==> src/rtl/divu_hilo_unit_if.sv <==
// Pipeline-side bundle for the multi-cycle unsigned divider and its HI/LO
// register file: EX-stage request, operands, stall/busy status and results.
interface divu_hilo_unit_if #(
  parameter int unsigned WIDTH = 32
);
  logic             en;
  logic [3:0]       ALUOperation;
  logic [WIDTH-1:0] dividend;
  logic [WIDTH-1:0] divisor;
  logic             busy;
  logic             stall;
  logic [WIDTH-1:0] hilo_out;
  logic             done;
  logic             div_zero;
  logic [WIDTH-1:0] hi;
  logic [WIDTH-1:0] lo;

  // Pipeline / EX stage side
  modport master (
    output en, ALUOperation, dividend, divisor,
    input  busy, stall, hilo_out, done, div_zero, hi, lo
  );

  // Divider unit side
  modport slave (
    input  en, ALUOperation, dividend, divisor,
    output busy, stall, hilo_out, done, div_zero, hi, lo
  );
endinterface

==> src/rtl/divu_hilo_unit.sv <==
// Multi-cycle restoring unsigned divider with architectural HI/LO registers.
// Services divu (start a WIDTH-step divide), mfhi and mflo for the EX stage,
// and stalls dependent instructions while a divide is in flight.
module divu_hilo_unit #(
  parameter int unsigned WIDTH    = 32,
  parameter logic [3:0]  ALU_DIVU = 4'b0100,
  parameter logic [3:0]  ALU_MFHI = 4'b1000,
  parameter logic [3:0]  ALU_MFLO = 4'b1001
) (
  input logic              clk,
  input logic              rst,
  divu_hilo_unit_if.slave  bus
);

  localparam int unsigned CNT_W = $clog2(WIDTH + 1);

  typedef enum logic [0:0] {
    IDLE = 1'b0,
    RUN  = 1'b1
  } state_e;

  state_e             state_q,    state_d;
  logic [CNT_W-1:0]   cnt_q,      cnt_d;
  logic [WIDTH-1:0]   rem_q,      rem_d;
  logic [WIDTH-1:0]   quot_q,     quot_d;
  logic [WIDTH-1:0]   dvsr_q,     dvsr_d;
  logic [WIDTH-1:0]   hi_q,       hi_d;
  logic [WIDTH-1:0]   lo_q,       lo_d;
  logic               done_q,     done_d;
  logic               div_zero_q, div_zero_d;

  logic [WIDTH:0]     shifted_s;
  logic [WIDTH-1:0]   diff_s;
  logic               fits_s;
  logic [WIDTH-1:0]   step_rem_s;
  logic [WIDTH-1:0]   step_quot_s;
  logic               issue_s;
  logic               busy_s;
  logic               stall_s;
  logic [WIDTH-1:0]   hilo_out_s;

  // One restoring step: shift {rem,quot} left, subtract divisor when it fits.
  // The true difference is always below 2^WIDTH (rem < divisor invariant),
  // so a WIDTH-bit subtraction of the low bits yields the exact new remainder.
  always_comb begin
    shifted_s   = {rem_q, quot_q[WIDTH-1]};
    fits_s      = (shifted_s >= {1'b0, dvsr_q});
    diff_s      = shifted_s[WIDTH-1:0] - dvsr_q;
    if (fits_s) begin
      step_rem_s = diff_s;
    end else begin
      step_rem_s = shifted_s[WIDTH-1:0];
    end
    step_quot_s = {quot_q[WIDTH-2:0], fits_s};
  end

  // Issue decode: a valid divu seen while idle starts a new divide.
  always_comb begin
    issue_s = bus.en && (bus.ALUOperation == ALU_DIVU) && (state_q == IDLE);
  end

  // Next-state and datapath control for the IDLE/RUN sequencer.
  always_comb begin
    state_d    = state_q;
    cnt_d      = cnt_q;
    rem_d      = rem_q;
    quot_d     = quot_q;
    dvsr_d     = dvsr_q;
    hi_d       = hi_q;
    lo_d       = lo_q;
    done_d     = 1'b0;
    div_zero_d = 1'b0;
    case (state_q)
      IDLE: begin
        if (issue_s) begin
          quot_d  = bus.dividend;
          rem_d   = {WIDTH{1'b0}};
          dvsr_d  = bus.divisor;
          cnt_d   = CNT_W'(WIDTH);
          state_d = RUN;
        end else begin
          state_d = IDLE;
        end
      end
      RUN: begin
        rem_d  = step_rem_s;
        quot_d = step_quot_s;
        cnt_d  = cnt_q - {{(CNT_W-1){1'b0}}, 1'b1};
        if (cnt_q == {{(CNT_W-1){1'b0}}, 1'b1}) begin
          // Last step: commit results; divide-by-zero falls out naturally
          // as quotient all ones and remainder equal to the dividend.
          hi_d       = step_rem_s;
          lo_d       = step_quot_s;
          done_d     = 1'b1;
          div_zero_d = (dvsr_q == {WIDTH{1'b0}});
          state_d    = IDLE;
        end else begin
          state_d = RUN;
        end
      end
      default: begin
        state_d = IDLE;
      end
    endcase
  end

  // State and datapath registers; reset aborts any divide in flight.
  always_ff @(posedge clk) begin
    if (rst) begin
      state_q    <= IDLE;
      cnt_q      <= {CNT_W{1'b0}};
      rem_q      <= {WIDTH{1'b0}};
      quot_q     <= {WIDTH{1'b0}};
      dvsr_q     <= {WIDTH{1'b0}};
      hi_q       <= {WIDTH{1'b0}};
      lo_q       <= {WIDTH{1'b0}};
      done_q     <= 1'b0;
      div_zero_q <= 1'b0;
    end else begin
      state_q    <= state_d;
      cnt_q      <= cnt_d;
      rem_q      <= rem_d;
      quot_q     <= quot_d;
      dvsr_q     <= dvsr_d;
      hi_q       <= hi_d;
      lo_q       <= lo_d;
      done_q     <= done_d;
      div_zero_q <= div_zero_d;
    end
  end

  // Pipeline-facing decode: stall only HI/LO-dependent ops while busy, and
  // return HI/LO straight from the registers (already updated in done cycle).
  always_comb begin
    busy_s = (state_q == RUN);
    if (busy_s && bus.en &&
        ((bus.ALUOperation == ALU_DIVU) ||
         (bus.ALUOperation == ALU_MFHI) ||
         (bus.ALUOperation == ALU_MFLO))) begin
      stall_s = 1'b1;
    end else begin
      stall_s = 1'b0;
    end
    case (bus.ALUOperation)
      ALU_MFHI: hilo_out_s = hi_q;
      ALU_MFLO: hilo_out_s = lo_q;
      default:  hilo_out_s = {WIDTH{1'b0}};
    endcase
  end

  assign bus.busy     = busy_s;
  assign bus.stall    = stall_s;
  assign bus.hilo_out = hilo_out_s;
  assign bus.done     = done_q;
  assign bus.div_zero = div_zero_q;
  assign bus.hi       = hi_q;
  assign bus.lo       = lo_q;

endmodule

==> src/flat_wrapper.sv <==
// flat-port wrapper written by rule: the top's interface ports become plain ports
module divu_hilo_unit_flat 
#(
  parameter int unsigned WIDTH    = 32,
  parameter logic [3:0]  ALU_DIVU = 4'b0100,
  parameter logic [3:0]  ALU_MFHI = 4'b1000,
  parameter logic [3:0]  ALU_MFLO = 4'b1001
)
  (clk, rst, bus_en, bus_ALUOperation, bus_dividend, bus_divisor, bus_busy, bus_stall, bus_hilo_out, bus_done, bus_div_zero, bus_hi, bus_lo);
  divu_hilo_unit_if #(.WIDTH(WIDTH)) bus_i ();
  input logic clk;
  input logic rst;
  input wire logic [$bits(bus_i.en)-1:0] bus_en;
  input wire logic [$bits(bus_i.ALUOperation)-1:0] bus_ALUOperation;
  input wire logic [$bits(bus_i.dividend)-1:0] bus_dividend;
  input wire logic [$bits(bus_i.divisor)-1:0] bus_divisor;
  output wire logic [$bits(bus_i.busy)-1:0] bus_busy;
  output wire logic [$bits(bus_i.stall)-1:0] bus_stall;
  output wire logic [$bits(bus_i.hilo_out)-1:0] bus_hilo_out;
  output wire logic [$bits(bus_i.done)-1:0] bus_done;
  output wire logic [$bits(bus_i.div_zero)-1:0] bus_div_zero;
  output wire logic [$bits(bus_i.hi)-1:0] bus_hi;
  output wire logic [$bits(bus_i.lo)-1:0] bus_lo;
  assign bus_i.en = bus_en;
  assign bus_i.ALUOperation = bus_ALUOperation;
  assign bus_i.dividend = bus_dividend;
  assign bus_i.divisor = bus_divisor;
  assign bus_busy = bus_i.busy;
  assign bus_stall = bus_i.stall;
  assign bus_hilo_out = bus_i.hilo_out;
  assign bus_done = bus_i.done;
  assign bus_div_zero = bus_i.div_zero;
  assign bus_hi = bus_i.hi;
  assign bus_lo = bus_i.lo;
  divu_hilo_unit #(.WIDTH(WIDTH), .ALU_DIVU(ALU_DIVU), .ALU_MFHI(ALU_MFHI), .ALU_MFLO(ALU_MFLO)) u_core (.clk(clk), .rst(rst), .bus(bus_i));
endmodule
==> config.mk <==
export PLATFORM = sky130hd
export DESIGN_NAME = divu_hilo_unit_flat
export DESIGN_NICKNAME = d
export VERILOG_FILES = /design/src/rtl/divu_hilo_unit_if.sv /design/src/rtl/divu_hilo_unit.sv /design/src/flat_wrapper.sv
export SDC_FILE = /design/constraint.sdc
export NUM_CORES = 1
export LEC_CHECK = 0
export ABC_AREA = 1
export BUFFER_PORTS_ARGS = -buffer_cell sky130_fd_sc_hd__clkbuf_2
export CORE_MARGIN = 3
export CORE_UTILIZATION = 40
export CTS_CLUSTER_SIZE = 8
export DETAILED_ROUTE_END_ITERATION = 10
export SYNTH_ARGS = -nofsm -noshare
export SYNTH_HDL_FRONTEND = slang
export SYNTH_SLANG_ARGS = --single-unit
==> constraint.sdc <==
create_clock -name clk -period 4.4 [get_ports clk]
set_input_delay 0.88 -clock clk [delete_from_list [all_inputs] [get_ports clk]]
set_output_delay 0.88 -clock clk [all_outputs]
set_load 0.005 [all_outputs]
==> results.json, run 1 <==
{
  "status": "completed",
  "synthCells": 1482,
  "synth_most_common_cell": "nand2_1",
  "synth_nets": 1588,
  "grt_pass1_vias": 9140,
  "setup.worst_path.class": "in2out",
  "place_congestion": 0.9844,
  "drt_pass1_iterations": 5,
  "drive_above_1_share_pct": 16.24,
  "worst-path-max-fanout": 32,
  "post_drt_wl_per_cell_um": 15.21,
  "globalRouteTotalUtil_pct": 22.99,
  "required_ps": 3520,
  "routed_wirelength_mm": 29.58,
  "synth-edff-count": 0,
  "grt_max_degree": 66,
  "netlist_top_cells_count": "nand2_1, inv_1, dfxtp_1",
  "final-setup-viol-count": 0,
  "yosys_register_bits": 169,
  "slew_headroom_pct": 23.06,
  "boundaryPins": 171,
  "period_needed_ps": 3386,
  "insertion_delay_ps": 440,
  "seq_area_frac_synth_pct": 35.55,
  "worstPathArrival_ps": 2510,
  "root_buffer": "clkbuf_16",
  "p_int_w": 0.002667,
  "tightest_slew_ps": 1151,
  "ant_nets": 0,
  "setup_tns_ps": 0,
  "cts_sinks": 169,
  "num-nets-final": 1725,
  "cap_violations": 0,
  "hold_viol_final": 0,
  "dieHeight_um": 160.2,
  "dp.cells": 1913,
  "vdd_drop_max_uv": 283.6,
  "syn_avg_cell_area_um2": 6.421,
  "yosys_warnings": 0,
  "synth.distinct_cells": 34,
  "n_antenna_cell": 0,
  "synth-main-ff-cell": "dfxtp_1",
  "vias": 9488,
  "cts_buffers": 17,
  "p_seq_share_pct": 36.2,
  "die_area_um2": 25680,
  "initial_core_util_pct": 41.40,
  "drv_slew": 0,
  "p_clk_share_pct": 35.5,
  "clk_pin_slew_ps": 70,
  "yosys.area.top_type": "dfxtp_1",
  "instances_no_fill": 1945,
  "synthArstFlopShare_pct": 0,
  "multi_input_area_um2": 4868,
  "p_comb_share_pct": 28.3,
  "cts_buffer_depth": 2,
  "drc_errors": 0,
  "skew_ps": 12.36,
  "cts.htree.levels": 4,
  "ctsResizeCount": 0,
  "utilization_pct": 48.57,
  "hold_path.class": "reg2reg",
  "drt_iter0_drc": 628,
  "grt_pass1_wl_mm": 48.09,
  "synth_area_leaders": "dfxtp_1, nand2_1, inv_1",
  "register_area_um2": 3385,
  "startpoint_type": "input port",
  "core_area_um2": 22980,
  "netSwitchingPower_w": 0.001661,
  "hpwl_mm": 22.46,
  "powerDensity_nw_per_um2": 387.7,
  "areaGrowthSynthToFinish_pct": 17.32,
  "netlist_area_um2": 9517,
  "max_freq_ghz": 0.2954,
  "port_buffers": 170,
  "grt-ovfl-total": 0,
  "rows": 55,
  "cts_tree": "done",
  "ctsHoldBuffers": 0,
  "switching_share_pct": 38.37,
  "avgViaCountPerCell": 4.878,
  "antenna_found_initial": 0,
  "post-cts-setup-buffers": 0,
  "period_share_pct": 76.95,
  "rsz0062_at_grt": "false",
  "synth_top_area_share_pct": 35.55,
  "p_leak_nw": 5.143,
  "fill_cells": 2536,
  "end_kind": "output pin",
  "die_w_um": 160.2
}
area by class of cell:
cell class	count	share of cell area [%]
clock inverters	14	1.636
repair buffers	178	8.159
well taps	313	3.508
inverters	265	8.932
clock buffers	18	3.844
flip-flops and latches	169	30.31
multi-input cells	988	43.61
kinds of logic after synthesis:
group | share of synthesized area, %
AND/OR/NAND/NOR | 30.90
buffers and inverters | 13.48
AO/OA/AOI/OAI | 14.11
flip-flops | 35.55
adder cells (fa/ha/maj) | 4.681
XOR/XNOR | 1.288
sequential cells by signal, indices dropped and copies added, names as in the netlist:
name / count
u_core.bus.busy: 1
u_core.bus.div_zero: 1
u_core.bus.done: 1
u_core.bus.hi: 32
u_core.bus.lo: 32
u_core.cnt_q: 6
u_core.dvsr_q: 32
u_core.quot_q: 32
u_core.rem_q: 32
power by group through the flow:
stage	combinational, W	clock (W)	sequential (W)
2_1_floorplan	0.000957	0	0.00159
3_3_place_gp	0.00121	0	0.00160
3_5_place_dp	0.00121	0	0.00160
4_1_cts	0.00122	0.00156	0.00157
5_1_grt	0.00136	0.00163	0.00157
6_report	0.00123	0.00154	0.00157
path summary, 6_finish.rpt:
path | cells after the start | slack (ps) | from | endpoint
setup / recovery | 5 | 1010 | bus_ALUOperation[2] | bus_hilo_out[11]
hold / removal | 2 | 480 | u_core.dvsr_q[29] | u_core.dvsr_q[29]
hold reg to reg | 2 | 480 | u_core.dvsr_q[29] | u_core.dvsr_q[29]
setup reg to reg | 12 | 1440 | u_core.rem_q[20] | u_core.bus.hi[7]
worst max-delay path, stage by stage:
cell and delay (ps):
clkbuf_2 100, nor3_1 220, nand2_1 710, o22ai_1 410
clkbuf_2 180
stage by stage:
stage	power (W)	instance area (µm²)	setup slack, ps	hold slack, ps
2_1_floorplan	0.002552	9517	1947	444.2
3_3_place_gp	0.002808	10550	1121	461.6
3_5_place_dp	0.002813	10550	1038	468.3
4_1_cts	0.004343	11160	1033	479.3
5_1_grt	0.004565	11160	847.1	513.0
6_report	0.004328	11160	1014	482.8
cells in the final DEF, fill, tap and decap left out:
master	instances
clkbuf_1	1
nor2_2	9
dfxtp_1	168
nand3_2	9
clkbuf_16	17
nand2_2	18
inv_2	2
or3_1	1
nand2_8	1
o22ai_1	34
inv_8	3
nand4_1	13
nand2_1	495
xnor2_1	5
inv_4	1
dfxtp_2	1
nor4_2	1
and2_1	3
a21oi_1	73
clkbuf_2	170
or2_2	1
nor2_4	5
nor2_1	49
fa_1	1
a21oi_2	8
clkinv_4	2
nor3_1	8
a31oi_1	31
ha_1	34
nor4_1	8
xor2_1	9
a211oi_1	2
clkinv_8	7
inv_6	2
buf_4	8
nand3_1	73
o21ai_0	97
inv_1	262
routing by layer:
metal  vias up  global-route usage, %  share of wire (%)
met3        26                  4.929                5.9
li1       4930                      -                  -
met1      4295                  33.32                 50
met5         -                      0                  0
met2       237                  35.08                 43
met4         0                  5.010                1.4
Power figures use the tool's default switching activity.
==> run 2, diff against run 1 <==
- ABC_AREA: 1 -> 0
- clock period: 4.4 -> 2.8 ns (I/O delays scaled with it)
==> results.json, run 2 <==
{
  "die_area_um2": 24510,
  "p_clk_share_pct": 36.3,
  "critical_path.max_stage_delay_ps": 350,
  "synth-edff-count": 0,
  "period_needed_ps": 2841,
  "drive_above_1_share_pct": 30.94,
  "mostFrequentLayoutCells": "nand2_1, clkbuf_2, dfxtp_1",
  "hold_viol_final": 0,
  "areaGrowthSynthToFinish_pct": 34.16,
  "globalRouteTotalUtil_pct": 22.59,
  "yosys_warnings": 0,
  "powerDensity_nw_per_um2": 539.4,
  "post_drt_wl_per_cell_um": 17.10,
  "synthCells": 1164,
  "dieHeight_um": 156.6,
  "min_path_cells": 3,
  "reg2reg_depth": 13,
  "place_area_um2": 10780,
  "drt_iter0_drc": 524,
  "critPathTopFamily": "compound AO/OA/AOI/OAI gates",
  "p_int_w": 0.004469,
  "initial_core_util_pct": 41.16,
  "ctsHoldBuffers": 0,
  "hold_path.class": "in2reg",
  "netlist_area_um2": 9066,
  "max_freq_ghz": 0.3520,
  "clk_pin_slew_ps": 80,
  "syn_avg_cell_area_um2": 7.789,
  "antenna_found_initial": 0,
  "vdd_drop_max_uv": 432.9,
  "startpoint_type": "flip-flop",
  "cts_buffer_depth": 2,
  "final-setup-viol-count": 3,
  "setup.worst_path.class": "reg2reg",
  "worst-path-max-fanout": 4,
  "cts_sinks": 169,
  "synthArstFlopShare_pct": 0,
  "synth-main-ff-cell": "dfxtp_1",
  "setup_tns_ps": -53.36,
  "core_area_um2": 22030,
  "synth_nets": 1270,
  "netSwitchingPower_w": 0.002092,
  "avgViaCountPerCell": 5.391,
  "routed_wirelength_mm": 28.84,
  "switching_share_pct": 31.89,
  "period_share_pct": 101.5,
  "netlist_top_cells_count": "nand2_1, dfxtp_1, nor2_1",
  "drv_slew": 0,
  "cts_tree": "done",
  "n_antenna_cell": 0,
  "skew_ps": 15.01,
  "final_area_um2": 12160,
  "p_leak_nw": 5.129,
  "hpwl_mm": 21.06,
  "utilization_pct": 55.22,
  "place_congestion": 0.9063,
  "status": "complete, but fails checks",
  "p_seq_share_pct": 37.3,
  "synth_most_common_cell": "nand2_1",
  "fill_cells": 2074,
  "boundaryPins": 171,
  "required_ps": 3160,
  "crit_chain": "inv_2, ha_4, inv_2, fa_2, a21o_1, a221o_1, o211ai_1, a31oi_2, o21ai_1, buf_4, a21oi_2, or3_4, a211oi_2",
  "synth.distinct_cells": 65,
  "grt_pass1_wl_mm": 44.30,
  "drc_errors": 0,
  "rsz0062_at_grt": "true",
  "path_common_cell": "inv_2",
  "insertion_delay_ps": 440,
  "rows": 54,
  "root_buffer": "clkbuf_16",
  "grt_pass1_vias": 8480,
  "end_kind": "flip-flop",
  "synth_area_leaders": "dfxtp_1, mux2i_1, nand2_1",
  "die_w_um": 156.6,
  "slew_headroom_pct": 48.40,
  "ant_nets": 0,
  "power_w": 0.006561,
  "port_buffers": 170,
  "num-nets-final": 1499,
  "yosys.area.top_type": "dfxtp_1",
  "crit_slowest_cell": "or3_4",
  "worstPathArrival_ps": 3200,
  "cap_violations": 0,
  "setup_slack_ps": -40.91,
  "cts.htree.levels": 4,
  "final_common_cell": "nand2_1",
  "vias": 9090,
  "drt_pass1_iterations": 6,
  "seq_area_frac_synth_pct": 37.32,
  "tightest_slew_ps": 773.9,
  "violations": "negative setup slack",
  "worst-path-buf-inv": 3,
  "cts_buffers": 17,
  "yosys_register_bits": 169,
  "p_comb_share_pct": 26.4,
  "grt_max_degree": 63,
  "grt-ovfl-total": 0,
  "synth_top_area_share_pct": 37.32,
  "cp_num_cells": 13
}
run 2: cell count changes after synthesis, moves of 16 or more:
cell,delta
nand2_1,-313
inv_1,-215
nor2_1,+94
mux2i_1,+88
a21oi_1,+63
nand3_1,-58
o21ai_0,-48
o22ai_1,-33
a211oi_1,+29
a31oi_1,-25
a21o_1,+19
clkbuf_1,+17
nand2_2,-16
run 2: cell families (layout without fill, tap and decap cells):
| kind of cell | after synthesis | after routing | share of synthesized area [%] |
|---|---|---|---|
| fa+ha+maj | 35 | 35 | 4.913 |
| flops | 169 | 169 | 37.32 |
| simple gates | 430 | 430 | 20.96 |
| buf+inv | 132 | 374 | 5.713 |
| mux | 88 | 88 | 9.716 |
| xor+xnor | 22 | 22 | 2.125 |
| compound gates | 288 | 288 | 19.25 |
run 2: cell type report:
cell class                 count  area, µm²  share of cell area, %
multi-input combinational    863       5756                  47.32
sequential                   169       3400                  27.95
timing repair buffer         294       1876                  15.42
clock buffer                  17      425.4                  3.498
tap                          280      350.3                  2.880
inverter                      48      180.2                  1.481
clock inverter                15      176.4                  1.450
run 2: what timing repair did:
action / in CTS / in global routing
cloned: 0 / 2
endpoints found under the hold margin: 0 / 0
setup buffers: 6 / 11
endpoints found under the setup margin: 21 / 63
resized for setup: 26 / 118
pin swaps: 18 / 42
run 2: final timing paths:
path                     start                 to  slack [ps]
max          u_core.quot_q[31]  u_core.bus.hi[28]         -40
min            bus_divisor[28]  u_core.dvsr_q[28]         330
max reg2reg  u_core.quot_q[31]  u_core.bus.hi[28]         -40
min reg2reg  u_core.dvsr_q[20]  u_core.dvsr_q[20]         470
run 2: stage by stage:
step | worst slack [ps] | cells | hold slack (ps)
finish | -40.91 | 1686 | 333.3
global route | -204.0 | 1686 | 329.8
CTS | -36.50 | 1676 | 325.8
detailed placement | -197.4 | 1638 | 462.5
global placement | -136.7 | 1638 | 459.8
floorplan | 32.50 | 1164 | 440.7
run 2: power groups by stage:
stage	combinational, W	clock [W]	sequential, W
final	0.00173	0.00238	0.00245
after global routing	0.00184	0.00251	0.00245
after CTS	0.00133	0.00241	0.00245
after detailed placement	0.00123	0	0.00250
after global placement	0.00123	0	0.00250
after floorplan	0.000796	0	0.00249
run 2: worst reg2reg max path, stage by stage (launching register included):
cell      delay, ps
dfxtp_2         330
inv_2            70
ha_4            130
inv_2            30
fa_2            330
a21o_1          190
a221o_1         320
o211ai_1        280
a31oi_2         170
o21ai_1         180
buf_4           160
a21oi_2          50
or3_4           350
a211oi_2        170
run 2: per-layer routing:
layer | up-vias | GRT usage [%] | share of wire [%]
met2 | 242 | 37.30 | 48
met3 | 41 | 3.595 | 4.5
met4 | 0 | 7.420 | 2.2
li1 | 4509 | - | -
met5 | - | 0 | 0
met1 | 4298 | 30.24 | 46
